==> config.mk <==
export PLATFORM = sky130hd
export DESIGN_NAME = gf16_horner_eval
export DESIGN_NICKNAME = d
export VERILOG_FILES = /design/src/rtl/gf16_horner_eval.sv
export SDC_FILE = /design/constraint.sdc
export NUM_CORES = 1
export LEC_CHECK = 0
export BUFFER_PORTS_ARGS = -buffer_cell sky130_fd_sc_hd__buf_2
export CAP_MARGIN = 20
export CORE_MARGIN = 1
export CORE_UTILIZATION = 45
export CTS_CLUSTER_DIAMETER = 100
export DETAILED_ROUTE_END_ITERATION = 8
export PLACE_DENSITY = 0.72
export SYNTH_ARGS = -nofsm -noshare
export SYNTH_HDL_FRONTEND = slang
export SYNTH_SLANG_ARGS = --single-unit
==> constraint.sdc <==
create_clock -name clk -period 2.1 [get_ports clk]
set_input_delay 0.21 -clock clk [delete_from_list [all_inputs] [get_ports clk]]
set_output_delay 0.21 -clock clk [all_outputs]
set_load 0.02 [all_outputs]
==> src/rtl/gf16_horner_eval.sv <==
// Streaming GF(2^4) Horner polynomial evaluator (field poly x^4+x+1), one coefficient per cycle.
// Optional root-detect output res_zero is enabled by defining GF_HORNER_ZERO_FLAG_EN.
module gf16_horner_eval #(
  parameter int unsigned CNT_W = 8
) (
  input  logic             clk,
  input  logic             rst,
  input  logic             start,
  input  logic [3:0]       x_in,
  input  logic             coef_valid,
  output logic             coef_ready,
  input  logic [3:0]       coef_data,
  input  logic             coef_last,
  output logic             res_valid,
  input  logic             res_ready,
  output logic [3:0]       res_data,
  output logic [CNT_W-1:0] res_count,
`ifdef GF_HORNER_ZERO_FLAG_EN
  output logic             res_zero,
`endif
  output logic             busy
);

  localparam int unsigned SYM_W  = 4;
  localparam int unsigned PROD_W = 2 * SYM_W - 1;

  typedef enum logic [1:0] {
    IDLE  = 2'd0,
    ACCUM = 2'd1,
    DONE  = 2'd2
  } state_e;

  state_e             state_q;
  logic [SYM_W-1:0]   acc_q;
  logic [SYM_W-1:0]   x_q;
  logic [CNT_W-1:0]   cnt_q;
  logic               coef_ready_q;
  logic               res_valid_q;
  logic [SYM_W-1:0]   res_data_q;
  logic [CNT_W-1:0]   res_count_q;
  logic               busy_q;
  logic               res_zero_q;

  logic               accept_c;
  logic [SYM_W-1:0]   acc_d;
  logic [CNT_W-1:0]   cnt_d;

  // Mastrovito-style multiply: carry-less product folded with x^4=x+1, x^5=x^2+x, x^6=x^3+x^2
  function automatic logic [SYM_W-1:0] gf_mul(input logic [SYM_W-1:0] a,
                                              input logic [SYM_W-1:0] b);
    logic [PROD_W-1:0] p;
    logic [SYM_W-1:0]  r;
    p = '0;
    for (int i = 0; i < int'(SYM_W); i++) begin
      if (b[i]) p = p ^ (PROD_W'(a) << i);
    end
    r[0] = p[0] ^ p[4];
    r[1] = p[1] ^ p[4] ^ p[5];
    r[2] = p[2] ^ p[5] ^ p[6];
    r[3] = p[3] ^ p[6];
    return r;
  endfunction

  // coef_ready_q is only ever set while in ACCUM
  assign accept_c = coef_valid & coef_ready_q;
  assign acc_d    = gf_mul(acc_q, x_q) ^ coef_data;
  assign cnt_d    = (cnt_q == '1) ? cnt_q : cnt_q + CNT_W'(1);

  always_ff @(posedge clk) begin
    if (rst) begin
      state_q      <= IDLE;
      acc_q        <= '0;
      x_q          <= '0;
      cnt_q        <= '0;
      coef_ready_q <= 1'b0;
      res_valid_q  <= 1'b0;
      res_data_q   <= '0;
      res_count_q  <= '0;
      busy_q       <= 1'b0;
      res_zero_q   <= 1'b0;
    end else begin
      case (state_q)
        IDLE: begin
          if (start) begin
            x_q          <= x_in;
            acc_q        <= '0;
            cnt_q        <= '0;
            coef_ready_q <= 1'b1;
            busy_q       <= 1'b1;
            state_q      <= ACCUM;
          end
        end
        ACCUM: begin
          if (accept_c) begin
            acc_q <= acc_d;
            cnt_q <= cnt_d;
            if (coef_last) begin
              coef_ready_q <= 1'b0;
              res_valid_q  <= 1'b1;
              res_data_q   <= acc_d;
              res_count_q  <= cnt_d;
              res_zero_q   <= (acc_d == '0);
              state_q      <= DONE;
            end
          end
        end
        DONE: begin
          // result held until the downstream handshake; start is not looked at here
          if (res_ready) begin
            res_valid_q <= 1'b0;
            res_zero_q  <= 1'b0;
            busy_q      <= 1'b0;
            state_q     <= IDLE;
          end
        end
        default: begin
          state_q      <= IDLE;
          coef_ready_q <= 1'b0;
          res_valid_q  <= 1'b0;
          busy_q       <= 1'b0;
        end
      endcase
    end
  end

  assign coef_ready = coef_ready_q;
  assign res_valid  = res_valid_q;
  assign res_data   = res_data_q;
  assign res_count  = res_count_q;
  assign busy       = busy_q;

`ifdef GF_HORNER_ZERO_FLAG_EN
  assign res_zero = res_zero_q;
`else
  logic unused_zero_c;
  assign unused_zero_c = res_zero_q;
`endif

endmodule

# Word-level counts from Yosys, hierarchy flattened
# Cells that the tools add are included.
totals:
  ff_bits: 33
  out_inout_bits: 15
  mem_bits_rw: 0
  mem_bits_ro: 0
  in_bits: 14
  n_memories: 0
  latch_bits: 0
classes:
  n_reduce_logical: 9
  eq_ne: 7
  multipliers: 0
  order_cmp: 0
  n_addsub: 1
  shifts: 0
  n_div: 0
  n_bitwise: 14
  n_mux: 25
ops:
  columns: ["cell", "count"]
  rows:
  - ["$mux 8", 3]
  - ["$mux 7", 3]
  - ["$pmux 8 s2", 1]
  - ["$mux 4", 3]
  - ["$reduce_and 4->1", 3]
  - ["$pmux 1 s3", 3]
  - ["$reduce_and 3->1", 3]
  - ["$add 8x1->8 const B", 1]
  - ["$eq 8x8->1 const B", 1]
  - ["$mux 2", 4]
  - ["$ne 2x2->1 const B", 4]
  - ["$pmux 4 s2", 1]
  - ["$xor 7x6->7", 1]
  - ["$xor 7x7->7", 1]
  - ["$mux 1", 6]
  - ["$pmux 2 s3", 1]
  - ["$xor 1x1->1", 6]
  - ["$xor 4x5->5", 1]
  - ["$xor 4x4->4", 1]
  - ["$not 1->1", 3]
  - ["$eq 2x1->1 const B", 1]
  - ["$eq 2x2->1 const B", 1]
  - ["$logic_not 2->1", 1]
  - ["$reduce_and 2->1", 1]
  - ["2 further kinds", 2]

# Depth between registers and ports, before layout
# Gate-level depths: netlist of the first run.
logic_depth:
  ltp_word: 12
  depth_mapped: 7
  ltp_nobuf: 7

# Worst setup path after synthesis of the first run
# Ideal clock, no wire load.
synth_path:
  path_type: "reg-to-reg"
  from: "register cnt_q[0]"
  to: "register cnt_q[5]"
  path_stages_with_launch: 7
  path_slack_ns: 0.499
  n_path_buf: 0
  arrival_ns: 1.527
  cell_sequence: "dfxtp_1 > ha_1 > and3_4 > a21oi_2 > nand3_1 > or3_1 > a31oi_1"
synth_via:
  elab_chain_cells: 4
  elab_cells_between_ends: 5
  classes_between: "add/sub: 1; eq/ne: 1; mux: 3"
synth_rtl:
  columns: ["element", "line_no", "source"]
  rows:
  - ["start, declared", "36", "logic [CNT_W-1:0] cnt_q;"]
  - ["start signal, assigned", "96", "cnt_q <= cnt_d;"]
  - ["$add 8x1->8 or $eq 8x8->1 (tied branches)", "67", "assign cnt_d = (cnt_q == '1) ? cnt_q : cnt_q + CNT_W'(1);"]
  - ["$mux 8 (*)", "67", null]
  - ["$mux 8 (*)", "94", "if (accept_c) begin"]
  - ["$pmux 8 s2 (*)", "82", "case (state_q)"]
# Every way passes the cells marked *; elsewhere a longest branch is shown, timed or not. The select of a mux whose other input is x is not followed.
# A chain may end at the register's enable or synchronous reset.

# Worst setup path after layout of the first run
# Same ends and word-level chain as after synthesis.

==> results.sh, run 1 <==
export IMPL_grt_pass1_vias=1241
export IMPL_synthSimpleGateAreaFrac=0.271
export IMPL_grt_remaining_overflow=0
export IMPL_ios=29
export IMPL_path_clk_slew_ns=0.07
export IMPL_slew_headroom=0.519
export IMPL_clockPowerShare=0.370
export IMPL_synth_top_family_by_area="simple AND/OR/NAND/NOR gates"
export IMPL_synth_compound_area_frac=0.142
export IMPL_start_util=0.470
export IMPL_cts_buffers=5
export IMPL_track_usage=0.181
export IMPL_fin_tns_setup_ns=0
export IMPL_path_max_fanout=6
export IMPL_syn_nets=232
export IMPL_synthesis_area_um2=1720
export IMPL_hold_viol=0
export IMPL_path_depth=6
export IMPL_net_switching_power_w=0.000319
export IMPL_cts_resized=0
export IMPL_tritoncts="built"
export IMPL_ys_seq_area_frac=0.384
export IMPL_fin_total_pwr_w=0.00124
export IMPL_synth_mux_area_frac=0.0298
export IMPL_drv_slew=0
export IMPL_drive_above_1_share=0.181
export IMPL_synth_xor_area_share=0.111
export IMPL_worstPathRequired_ns=2.31
export IMPL_dieArea_um2=4070
export IMPL_cp_start_kind="register"
export IMPL_nNetsFinal=257
export IMPL_clock_latency_ns=0.29
export IMPL_maxCapViolCount=0
export IMPL_status="finished clean"
export IMPL_die_x_um=63.8
export IMPL_p_int_w=0.000920
export IMPL_hp_class="primary input to register"
export IMPL_ys_ff_latch=33
export IMPL_dp_hpwl_um=2390
export IMPL_criticalPathCategory="register to register"
export IMPL_syn_to_final_growth_pct=12.2
export IMPL_vdd_ir_drop_max_uv=405
export IMPL_finalCriticalPeriod_ns=1.74
export IMPL_cp_slowest_cell="dfxtp_1"
export IMPL_drt_pass1_iter_count=5
export IMPL_final_cell_mix="nand2_1 (38), nor2_1 (35), dfxtp_1 (33)"
export IMPL_cts_sinks=33
export IMPL_fillCellCount=361
export IMPL_synthAdderAreaFrac=0.00728
export IMPL_worst_slew_pin_slew_ns=0.722
export IMPL_antenna_cells=0
export IMPL_synth_avg_cell_area_um2=7.92
export IMPL_post_route_period_util=0.828
export IMPL_yosys_warnings=0
export IMPL_drc=0
export IMPL_place_gp_congestion=0.834
export IMPL_max_freq_ghz=0.575
export IMPL_final_common_cell="nand2_1"
export IMPL_switching_share=0.258
export IMPL_antenna_found_initial=0
export IMPL_post_drt_wl_per_cell_um=11.3
export IMPL_cp_num_buf_inv=0
export IMPL_antenna_left=0
export IMPL_avgViaCountPerCell=5.11
export IMPL_post_cts_setup_buffer_count=0
export IMPL_leakagePower_nw=0.729
export IMPL_seqPwrFrac=0.534
export IMPL_skew_ns=0.00410
export IMPL_core_um2=3660
export IMPL_ys_types=40
export IMPL_setup_violations=0
export IMPL_hold_buffers=0
export IMPL_syn_inst=217
export IMPL_path_delay_family="simple AND/OR/NAND/NOR gates"
export IMPL_rows=22
export IMPL_cts_max_path_buffers=2
export IMPL_cp_data_arrival_time_ns=1.95
export IMPL_max_stage_delay_ns=0.35
export IMPL_vias=1486
export IMPL_grt_pass1_wl_um=5660
export IMPL_reg2reg_depth=6
export IMPL_postRouteWirelength_um=3300
export IMPL_htree_levels=2
export IMPL_clockRootBuffer="clkbuf_8"
export IMPL_dr_first_iter_drc_count=105
export IMPL_combPwrFrac=0.096
export IMPL_worst_hold_path_num_cells=3
export IMPL_grt_max_degree=34
export IMPL_cp_end_kind="register"
export IMPL_die_y_um=63.8
export IMPL_io_buffers=28
export IMPL_rsz0062_at_grt="no"
export IMPL_p_per_area_nw_per_um2=643
export IMPL_path_cells="ha_1 > and3_4 > a21oi_2 > nand3_1 > or3_1 > a31oi_1"
cells in the mapped netlist:
master,count,area share
a2111oi_0,1,0.0051
a211oi_1,3,0.013
a21oi_1,24,0.070
a21oi_2,1,0.0051
a31oi_1,3,0.011
a32oi_1,2,0.010
a41oi_1,1,0.0051
and2_1,1,0.0036
and3_4,1,0.0065
and4_4,1,0.0065
buf_2,3,0.0087
buf_6,3,0.020
clkbuf_1,4,0.0087
clkbuf_8,1,0.0080
clkdlybuf4s15_1,1,0.0058
dfxtp_1,33,0.38
ha_1,1,0.0073
inv_1,2,0.0044
mux2_2,1,0.0065
mux2i_1,4,0.023
nand2_1,38,0.083
nand2_2,1,0.0036
nand2b_1,4,0.015
nand3_1,11,0.032
nand4_1,1,0.0036
nor2_1,35,0.076
nor2b_1,2,0.0073
nor3_1,4,0.012
nor3_2,1,0.0058
nor3b_1,2,0.0087
o211ai_1,1,0.0044
o21ai_0,4,0.012
o21ai_1,1,0.0029
o22ai_1,1,0.0036
or2_0,1,0.0036
or3_1,1,0.0036
xnor2_1,11,0.056
xnor2_4,1,0.016
xnor3_1,1,0.013
xor2_1,5,0.025
per-layer routing:
metal	wire, um	part of all wire	GRT usage
met5	0	0	0
met3	161	0.049	0.0500
met4	46	0.014	0.0938
met1	1670	0.51	0.249
met2	1420	0.43	0.255
kinds of logic after synthesis:
logic type,after synthesis
buffers and inverters,14
flip-flops,33
AND/OR/NAND/NOR,104
XOR/XNOR,18
multiplexers,5
AO/OA/AOI/OAI,42
adder cells (fa/ha/maj),1
worst register-to-register path, delay by kind of cell, from the launching register on:
family / cells / cell delay [ns]
AOI/OAI and AO/OA: 2 / 0.34
adders and majority gates: 1 / 0.28
DFF: 1 / 0.35
and+or+nand+nor: 3 / 0.70
area by class of cell:
cell class              count  area, um^2  share of cell area
repair buffers             30         155              0.0804
multi-input cells         170         963               0.499
flip-flops and latches     33         661               0.342
well taps                  48        60.1              0.0311
clock inverters             2        10.0             0.00519
clock buffers               6        72.6              0.0376
inverters                   2        7.51             0.00389
power groups by stage:
stage,Combinational [W],Sequential (W),Clock (W)
after global routing,0.000134,0.000664,0.000507
after CTS,0.000121,0.000661,0.000464
after floorplan,0.0000806,0.000680,0
after global placement,0.000121,0.000675,0
after detailed placement,0.000120,0.000676,0
final,0.000120,0.000662,0.000459
sequential cells by signal, summed over array words and instances, names as in the netlist:
signal,cells
res_count,8
busy,1
acc_q,4
res_valid,1
x_q,4
coef_ready,1
state_q,2
cnt_q,8
res_data,4
metrics by stage:
step / setup WS (ns) / cell area (um^2) / utilization / std cells / hold WS [ns]
global placement: 0.435 / 1850 / 0.504 / 283 / 0.441
detailed placement: 0.385 / 1850 / 0.504 / 283 / 0.447
global route: 0.195 / 1930 / 0.527 / 291 / 0.157
floorplan: 0.499 / 1720 / - / 217 / 0.344
CTS: 0.368 / 1930 / 0.527 / 291 / 0.155
finish: 0.362 / 1930 / 0.527 / 291 / 0.155
path summary, 6_finish.rpt:
kind,from,endpoint,slack [ns]
worst min-delay path,x_in[3],x_q[3]$_SDFFE_PP0P_,0.16
worst max-delay path,cnt_q[0]$_SDFFE_PP0P_,cnt_q[5]$_SDFFE_PP0P_,0.36
worst max register to register,cnt_q[0]$_SDFFE_PP0P_,cnt_q[5]$_SDFFE_PP0P_,0.36
worst min register to register,res_data[0]$_SDFFE_PP0P_,res_data[0]$_SDFFE_PP0P_,0.45
Power figures use the tool's default switching activity.
==> run 2: changes to the inputs <==
Settings changed: ABC_AREA set to 1.
Clock period 2.1 ns to 1.6 ns, I/O delays scaled along.
==> run 2 against run 1 <==
Effect of this change: combinational power increased by 37%; register-to-register slack got worse by 0.23 ns; sequential power increased by 32%; via count increased by 8.5%; routed wire length increased by 4.7%; hold slack got worse by 0.066 ns; largest cell class unchanged; sequential cell count unchanged; worst setup slack got worse by 0.23 ns; power increased by 49%; cell area increased by 6.2%.
==> results.sh, run 2 <==
export IMPL_reg2reg_depth=8
export IMPL_ys_seq_area_frac=0.387
export IMPL_post_cts_setup_buffer_count=0
export IMPL_placed_area_um2=1910
export IMPL_p_int_w=0.00141
export IMPL_ys_types=28
export IMPL_combPwrFrac=0.088
export IMPL_cp_start_kind="register"
export IMPL_worstHoldEndpoint="x_q[3]$_SDFFE_PP0P_"
export IMPL_path_clk_slew_ns=0.07
export IMPL_yosys_top_cells_area="dfxtp_1 (39%), nand2_1 (16%), nor2_1 (7.3%)"
export IMPL_path_max_fanout=6
export IMPL_grt_max_degree=21
export IMPL_rows=22
export IMPL_clockPowerShare=0.441
export IMPL_fin_total_pwr_w=0.00185
export IMPL_rsz0062_at_grt="yes"
export IMPL_tritoncts="built"
export IMPL_leakagePower_nw=0.989
export IMPL_yosys_warnings=0
export IMPL_skew_ns=0.00379
export IMPL_post_drt_wl_per_cell_um=10.3
export IMPL_r2r_slack_ns=0.13
export IMPL_synthFlopType="dfxtp_1"
export IMPL_reg2reg_to="cnt_q[0]$_SDFFE_PP0P_"
export IMPL_place_gp_congestion=0.909
export IMPL_clockRootBuffer="clkbuf_8"
export IMPL_p_per_area_nw_per_um2=905
export IMPL_io_buffers=28
export IMPL_ys_ff_latch=33
export IMPL_nNetsFinal=302
export IMPL_criticalPathCategory="register to register"
export IMPL_use_met2=0.322
export IMPL_track_usage=0.188
export IMPL_die_x_um=63.6
export IMPL_drt_pass1_iter_count=4
export IMPL_grtUsageMet3=0.0562
export IMPL_setup_violations=0
export IMPL_grt_use_met1=0.218
export IMPL_hp_class="primary input to register"
export IMPL_vdd_ir_drop_max_uv=681
export IMPL_grt_remaining_overflow=0
export IMPL_grt_pass1_vias=1403
export IMPL_r2r_start="cnt_q[0]$_SDFFE_PP0P_"
export IMPL_synthTopCellsByCount="nand2_1 (71), dfxtp_1 (33), nor2_1 (33)"
export IMPL_drive_above_1_share=0.191
export IMPL_maxCapViolCount=0
export IMPL_ios=29
export IMPL_avgViaCountPerCell=4.80
export IMPL_worstHoldStart="x_in[3]"
export IMPL_start_util=0.467
export IMPL_grt_pass1_wl_um=5910
export IMPL_antenna_found_initial=0
export IMPL_yosysTopAreaCellShare=0.387
export IMPL_postRouteWirelength_um=3450
export IMPL_synth_avg_cell_area_um2=6.75
export IMPL_clock_latency_ns=0.29
export IMPL_synth_most_common_cell="nand2_1"
export IMPL_antenna_cells=0
export IMPL_drc=0
export IMPL_final_common_cell="nand2_1"
export IMPL_cts_sinks=33
export IMPL_cp_data_arrival_time_ns=1.64
export IMPL_worstPathRequired_ns=1.77
export IMPL_core_um2=3660
export IMPL_dr_first_iter_drc_count=86
export IMPL_dieArea_um2=4050
export IMPL_synthesis_area_um2=1710
export IMPL_finalCriticalPeriod_ns=1.47
export IMPL_net_switching_power_w=0.000441
export IMPL_synth_edf_count=0
export IMPL_drv_slew=0
export IMPL_grt_busiest_layer="met2"
export IMPL_cts_buffers=5
export IMPL_max_freq_ghz=0.682
export IMPL_die_y_um=63.6
export IMPL_hold_viol=0
export IMPL_synthArstFlopShare=0
export IMPL_htree_levels=2
export IMPL_post_route_period_util=0.916
export IMPL_syn_inst=253
export IMPL_worst_slew_pin_slew_ns=0.472
export IMPL_seqPwrFrac=0.470
export IMPL_synth_top_area_cell="dfxtp_1"
export IMPL_slew_headroom=0.685
export IMPL_antenna_left=0
export IMPL_design_area_um2=2050
export IMPL_switching_share=0.238
export IMPL_final_cell_mix="nand2_1 (71), nor2_1 (32), dfxtp_1 (32)"
export IMPL_cp_end_kind="register"
export IMPL_syn_nets=268
export IMPL_syn_to_final_growth_pct=19.9
export IMPL_worst_hold_path_num_cells=3
export IMPL_cts_max_path_buffers=2
export IMPL_dp_hpwl_um=2480
export IMPL_status="finished clean"
export IMPL_vias=1613
-- run 2: timing repair --
item,in CTS,in global routing
gates resized for setup,0,5
hold buffers,0,0
endpoints found under the setup margin,0,15
-- run 2: routing by layer --
metal / vias to the layer above / wire (um)
met5: - / 0
met4: 0 / 51
met3: 4 / 129
met2: 28 / 1620
met1: 722 / 1650
li1: 859 / -
-- run 2: worst max-delay path, stage by stage, from the launching register on --
cell	delay, ns
dfxtp_2	0.37
ha_1	0.17
nand2_1	0.10
nor3_4	0.19
nand3_4	0.15
xor2_2	0.18
clkinv_1	0.08
nand2_1	0.07
a21oi_2	0.05
-- run 2: worst max-delay path by stage --
stage                     slack (ns)                  start  cells past startpoint                     to
after floorplan                 0.20  cnt_q[0]$_SDFFE_PP0P_                      8  cnt_q[0]$_SDFFE_PP0P_
after global placement          0.07  cnt_q[0]$_SDFFE_PP0P_                      8  cnt_q[0]$_SDFFE_PP0P_
after detailed placement        0.06  cnt_q[0]$_SDFFE_PP0P_                      8  cnt_q[0]$_SDFFE_PP0P_
after CTS                       0.05  cnt_q[0]$_SDFFE_PP0P_                      8  cnt_q[0]$_SDFFE_PP0P_
after global routing           -0.02  cnt_q[0]$_SDFFE_PP0P_                      8  cnt_q[0]$_SDFFE_PP0P_
final                           0.13  cnt_q[0]$_SDFFE_PP0P_                      8  cnt_q[0]$_SDFFE_PP0P_
-- run 2: through the flow --
stage	setup TNS (ns)	util	std cells	hold slack, ns	setup slack [ns]
6_report	0	0.559	336	0.0897	0.134
5_1_grt	-0.0342	0.559	336	0.0911	-0.0180
4_1_cts	0	0.553	336	0.0866	0.0471
3_5_place_dp	0	0.521	328	0.388	0.0623
3_3_place_gp	0	0.521	328	0.384	0.0662
2_1_floorplan	0	-	253	0.295	0.200
-- run 2: layout make-up --
| cell class | count | area, um^2 |
|---|---|---|
| fill | 371 | 1610 |
| multi-input combinational | 182 | 903 |
| sequential | 33 | 662 |
| timing repair buffer | 33 | 178 |
| inverter | 32 | 125 |
| clock buffer | 6 | 82.6 |
| tap | 48 | 60.1 |
| clock inverter | 2 | 37.5 |
-- run 2: cells by family after synthesis --
group	count (synthesis)	share of synthesized area
buf+inv	38	0.0967
fa+ha+maj	1	0.00732
simple gates	126	0.312
xor+xnor	15	0.0769
compound gates	40	0.120
flops	33	0.387
-- run 2: power groups by stage --
stage,Clock [W],Combinational [W],Sequential [W]
4_1_cts,0.000839,0.000163,0.000870
6_report,0.000818,0.000164,0.000871
3_3_place_gp,0,0.000161,0.000889
3_5_place_dp,0,0.000162,0.000889
2_1_floorplan,0,0.0000984,0.000896
5_1_grt,0.000879,0.000185,0.000875
==> run 3: changes to the inputs <==
Settings changed: PLACE_DENSITY 0.72 to 0.76, REMOVE_ABC_BUFFERS set to 1.
==> run 3 against run 2 <==
Effect of this change: worst setup slack got worse by 0.039 ns; clock skew increased by 0.0051 ns; cell area increased by 1.3%; sequential share of layout area increased by 0.073 points; power about the same; non-clock buffer count unchanged; highest routed layer unchanged; the flow now finishes with violations (design-rule violations); cell count unchanged; first-iteration DRC count decreased by 9.3%.
==> results.sh, run 3 (same netlist as run 2, synthesis figures left out) <==
export IMPL_start_util=0.467
export IMPL_worst_hold_path_num_cells=3
export IMPL_hold_viol=0
export IMPL_dr_first_iter_drc_count=78
export IMPL_cp_num_buf_inv=1
export IMPL_io_buffers=28
export IMPL_place_gp_congestion=0.909
export IMPL_clockPowerShare=0.441
export IMPL_worstPathRequired_ns=1.77
export IMPL_failed_checks="design-rule violations"
export IMPL_track_usage=0.198
export IMPL_dieArea_um2=4050
export IMPL_final_common_cell="nand2_1"
export IMPL_antenna_found_initial=0
export IMPL_dp_hpwl_um=2630
export IMPL_cp_slowest_cell="dfxtp_4"
export IMPL_slew_headroom=0.679
export IMPL_hold_buffers=0
export IMPL_clockRootBuffer="clkbuf_8"
export IMPL_grt_max_degree=19
export IMPL_rows=22
export IMPL_setup_violations=0
export IMPL_criticalPathCategory="register to register"
export IMPL_path_cells="ha_4 > nand2_2 > nor3_4 > nand3_4 > xor2_2 > inv_2 > nand2_1 > a21oi_2"
export IMPL_clock_latency_ns=0.29
export IMPL_nNetsFinal=302
export IMPL_cts_sinks=33
export IMPL_r2r_start="cnt_q[0]$_SDFFE_PP0P_"
export IMPL_cp_start_kind="register"
export IMPL_tritoncts="built"
export IMPL_critPathLaunch="cnt_q[0]$_SDFFE_PP0P_"
export IMPL_postRouteWirelength_um=3710
export IMPL_grt_pass1_wl_um=6350
export IMPL_hp_class="primary input to register"
export IMPL_final_cell_mix="nand2_1 (70), nor2_1 (32), inv_1 (29)"
export IMPL_post_drt_wl_per_cell_um=11.1
export IMPL_max_freq_ghz=0.665
export IMPL_skew_ns=0.00886
export IMPL_core_um2=3660
export IMPL_net_switching_power_w=0.000444
export IMPL_path_clk_slew_ns=0.07
export IMPL_syn_to_final_growth_pct=21.5
export IMPL_post_route_period_util=0.941
export IMPL_p_per_area_nw_per_um2=894
export IMPL_switching_share=0.239
export IMPL_htree_levels=2
export IMPL_reg2reg_depth=8
export IMPL_cts_max_path_buffers=2
export IMPL_status="finished with violations"
export IMPL_worstHoldEndpoint="x_q[3]$_SDFFE_PP0P_"
export IMPL_cp_end_kind="register"
export IMPL_drc=1
export IMPL_r2r_slack_ns=0.1
export IMPL_fillCellCount=345
export IMPL_grt_remaining_overflow=0
export IMPL_leakagePower_nw=0.988
export IMPL_final_cells=336
export IMPL_die_x_um=63.6
export IMPL_drv_slew=0
export IMPL_avgViaCountPerCell=4.87
export IMPL_worst_slew_pin_slew_ns=0.481
export IMPL_drt_pass1_iter_count=6
export IMPL_vdd_ir_drop_max_uv=562
export IMPL_path_delay_family="simple AND/OR/NAND/NOR gates"
export IMPL_worstHoldStart="x_in[3]"
export IMPL_reg2reg_to="cnt_q[0]$_SDFFE_PP0P_"
export IMPL_drive_above_1_share=0.215
export IMPL_finish_utilization=0.567
export IMPL_rsz0062_at_grt="no"
export IMPL_grt_pass1_vias=1545
export IMPL_maxCapViolCount=0
export IMPL_cp_data_arrival_time_ns=1.67
export IMPL_finalCriticalPeriod_ns=1.50
export IMPL_p_int_w=0.00141
export IMPL_antenna_cells=0
export IMPL_die_y_um=63.6
export IMPL_cts_buffers=5
export IMPL_antenna_left=0
export IMPL_path_max_fanout=6
export IMPL_combPwrFrac=0.089
export IMPL_max_stage_delay_ns=0.38
export IMPL_vias=1637
export IMPL_seqPwrFrac=0.469
export IMPL_ios=29
export IMPL_post_place_cells=327
run 3: cell types whose count changed in the layout (fill, tap and decap cells not counted), moves of 2 or more:
cell,change
dfxtp_4,+2
o21ai_1,+2
dfxtp_2,+2
dfxtp_1,-4
run 3: timing repair:
| item | 4_1_cts | 5_1_grt |
|---|---|---|
| pin swaps | 0 | 3 |
| setup endpoints to repair | 1 | 17 |
| setup buffers | 0 | 1 |
| gates resized for setup | 3 | 13 |
run 3: power groups by stage:
stage	clock [W]	combinational (W)	sequential, W
floorplan	0	0.0000875	0.000896
global placement	0	0.000160	0.000890
detailed placement	0	0.000163	0.000890
CTS	0.000826	0.000164	0.000871
global route	0.000865	0.000186	0.000875
finish	0.000818	0.000166	0.000870
run 3: area by class of cell:
cell class	instances	area (um^2)	area share
Multi-Input combinational cell	182	920	0.443
Sequential cell	33	672	0.324
Timing Repair Buffer	33	178	0.0856
Inverter	32	125	0.0603
Clock buffer	6	82.6	0.0398
Tap cell	48	60.1	0.0290
Clock inverter	2	37.5	0.0181
run 3: worst max path at each step:
stage               slack (ns)                        end  cells past startpoint
floorplan                 0.19  res_count[3]$_SDFFE_PP0P_                      8
global placement          0.07      cnt_q[0]$_SDFFE_PP0P_                      8
detailed placement      -0.002      cnt_q[0]$_SDFFE_PP0P_                      8
CTS                      0.003      cnt_q[0]$_SDFFE_PP0P_                      8
global route             0.008   res_data[3]$_SDFFE_PP0P_                      8
finish                     0.1      cnt_q[0]$_SDFFE_PP0P_                      8
run 3: per-stage QoR:
| step | hold WS, ns | setup TNS, ns | setup WS [ns] | instance area (um^2) | power, W |
|---|---|---|---|---|---|
| floorplan | 0.222 | 0 | 0.195 | 1670 | 0.000984 |
| global placement | 0.381 | 0 | 0.0659 | 1900 | 0.00105 |
| detailed placement | 0.391 | -0.00202 | -0.00202 | 1900 | 0.00105 |
| CTS | 0.0947 | 0 | 0.00299 | 2030 | 0.00186 |
| global route | 0.101 | 0 | 0.00775 | 2070 | 0.00193 |
| finish | 0.0952 | 0 | 0.0952 | 2070 | 0.00185 |
run 3: worst min-delay path, stage by stage:
cell	delay [ns]
buf_2	0.07
nor2_1	0.03
nor2_1	0.08
run 3: metal layers:
metal  routed length, um  track usage
met5                   0            0
met4                  57       0.0795
met3                 134       0.0525
met2                1870        0.355
met1                1650        0.219
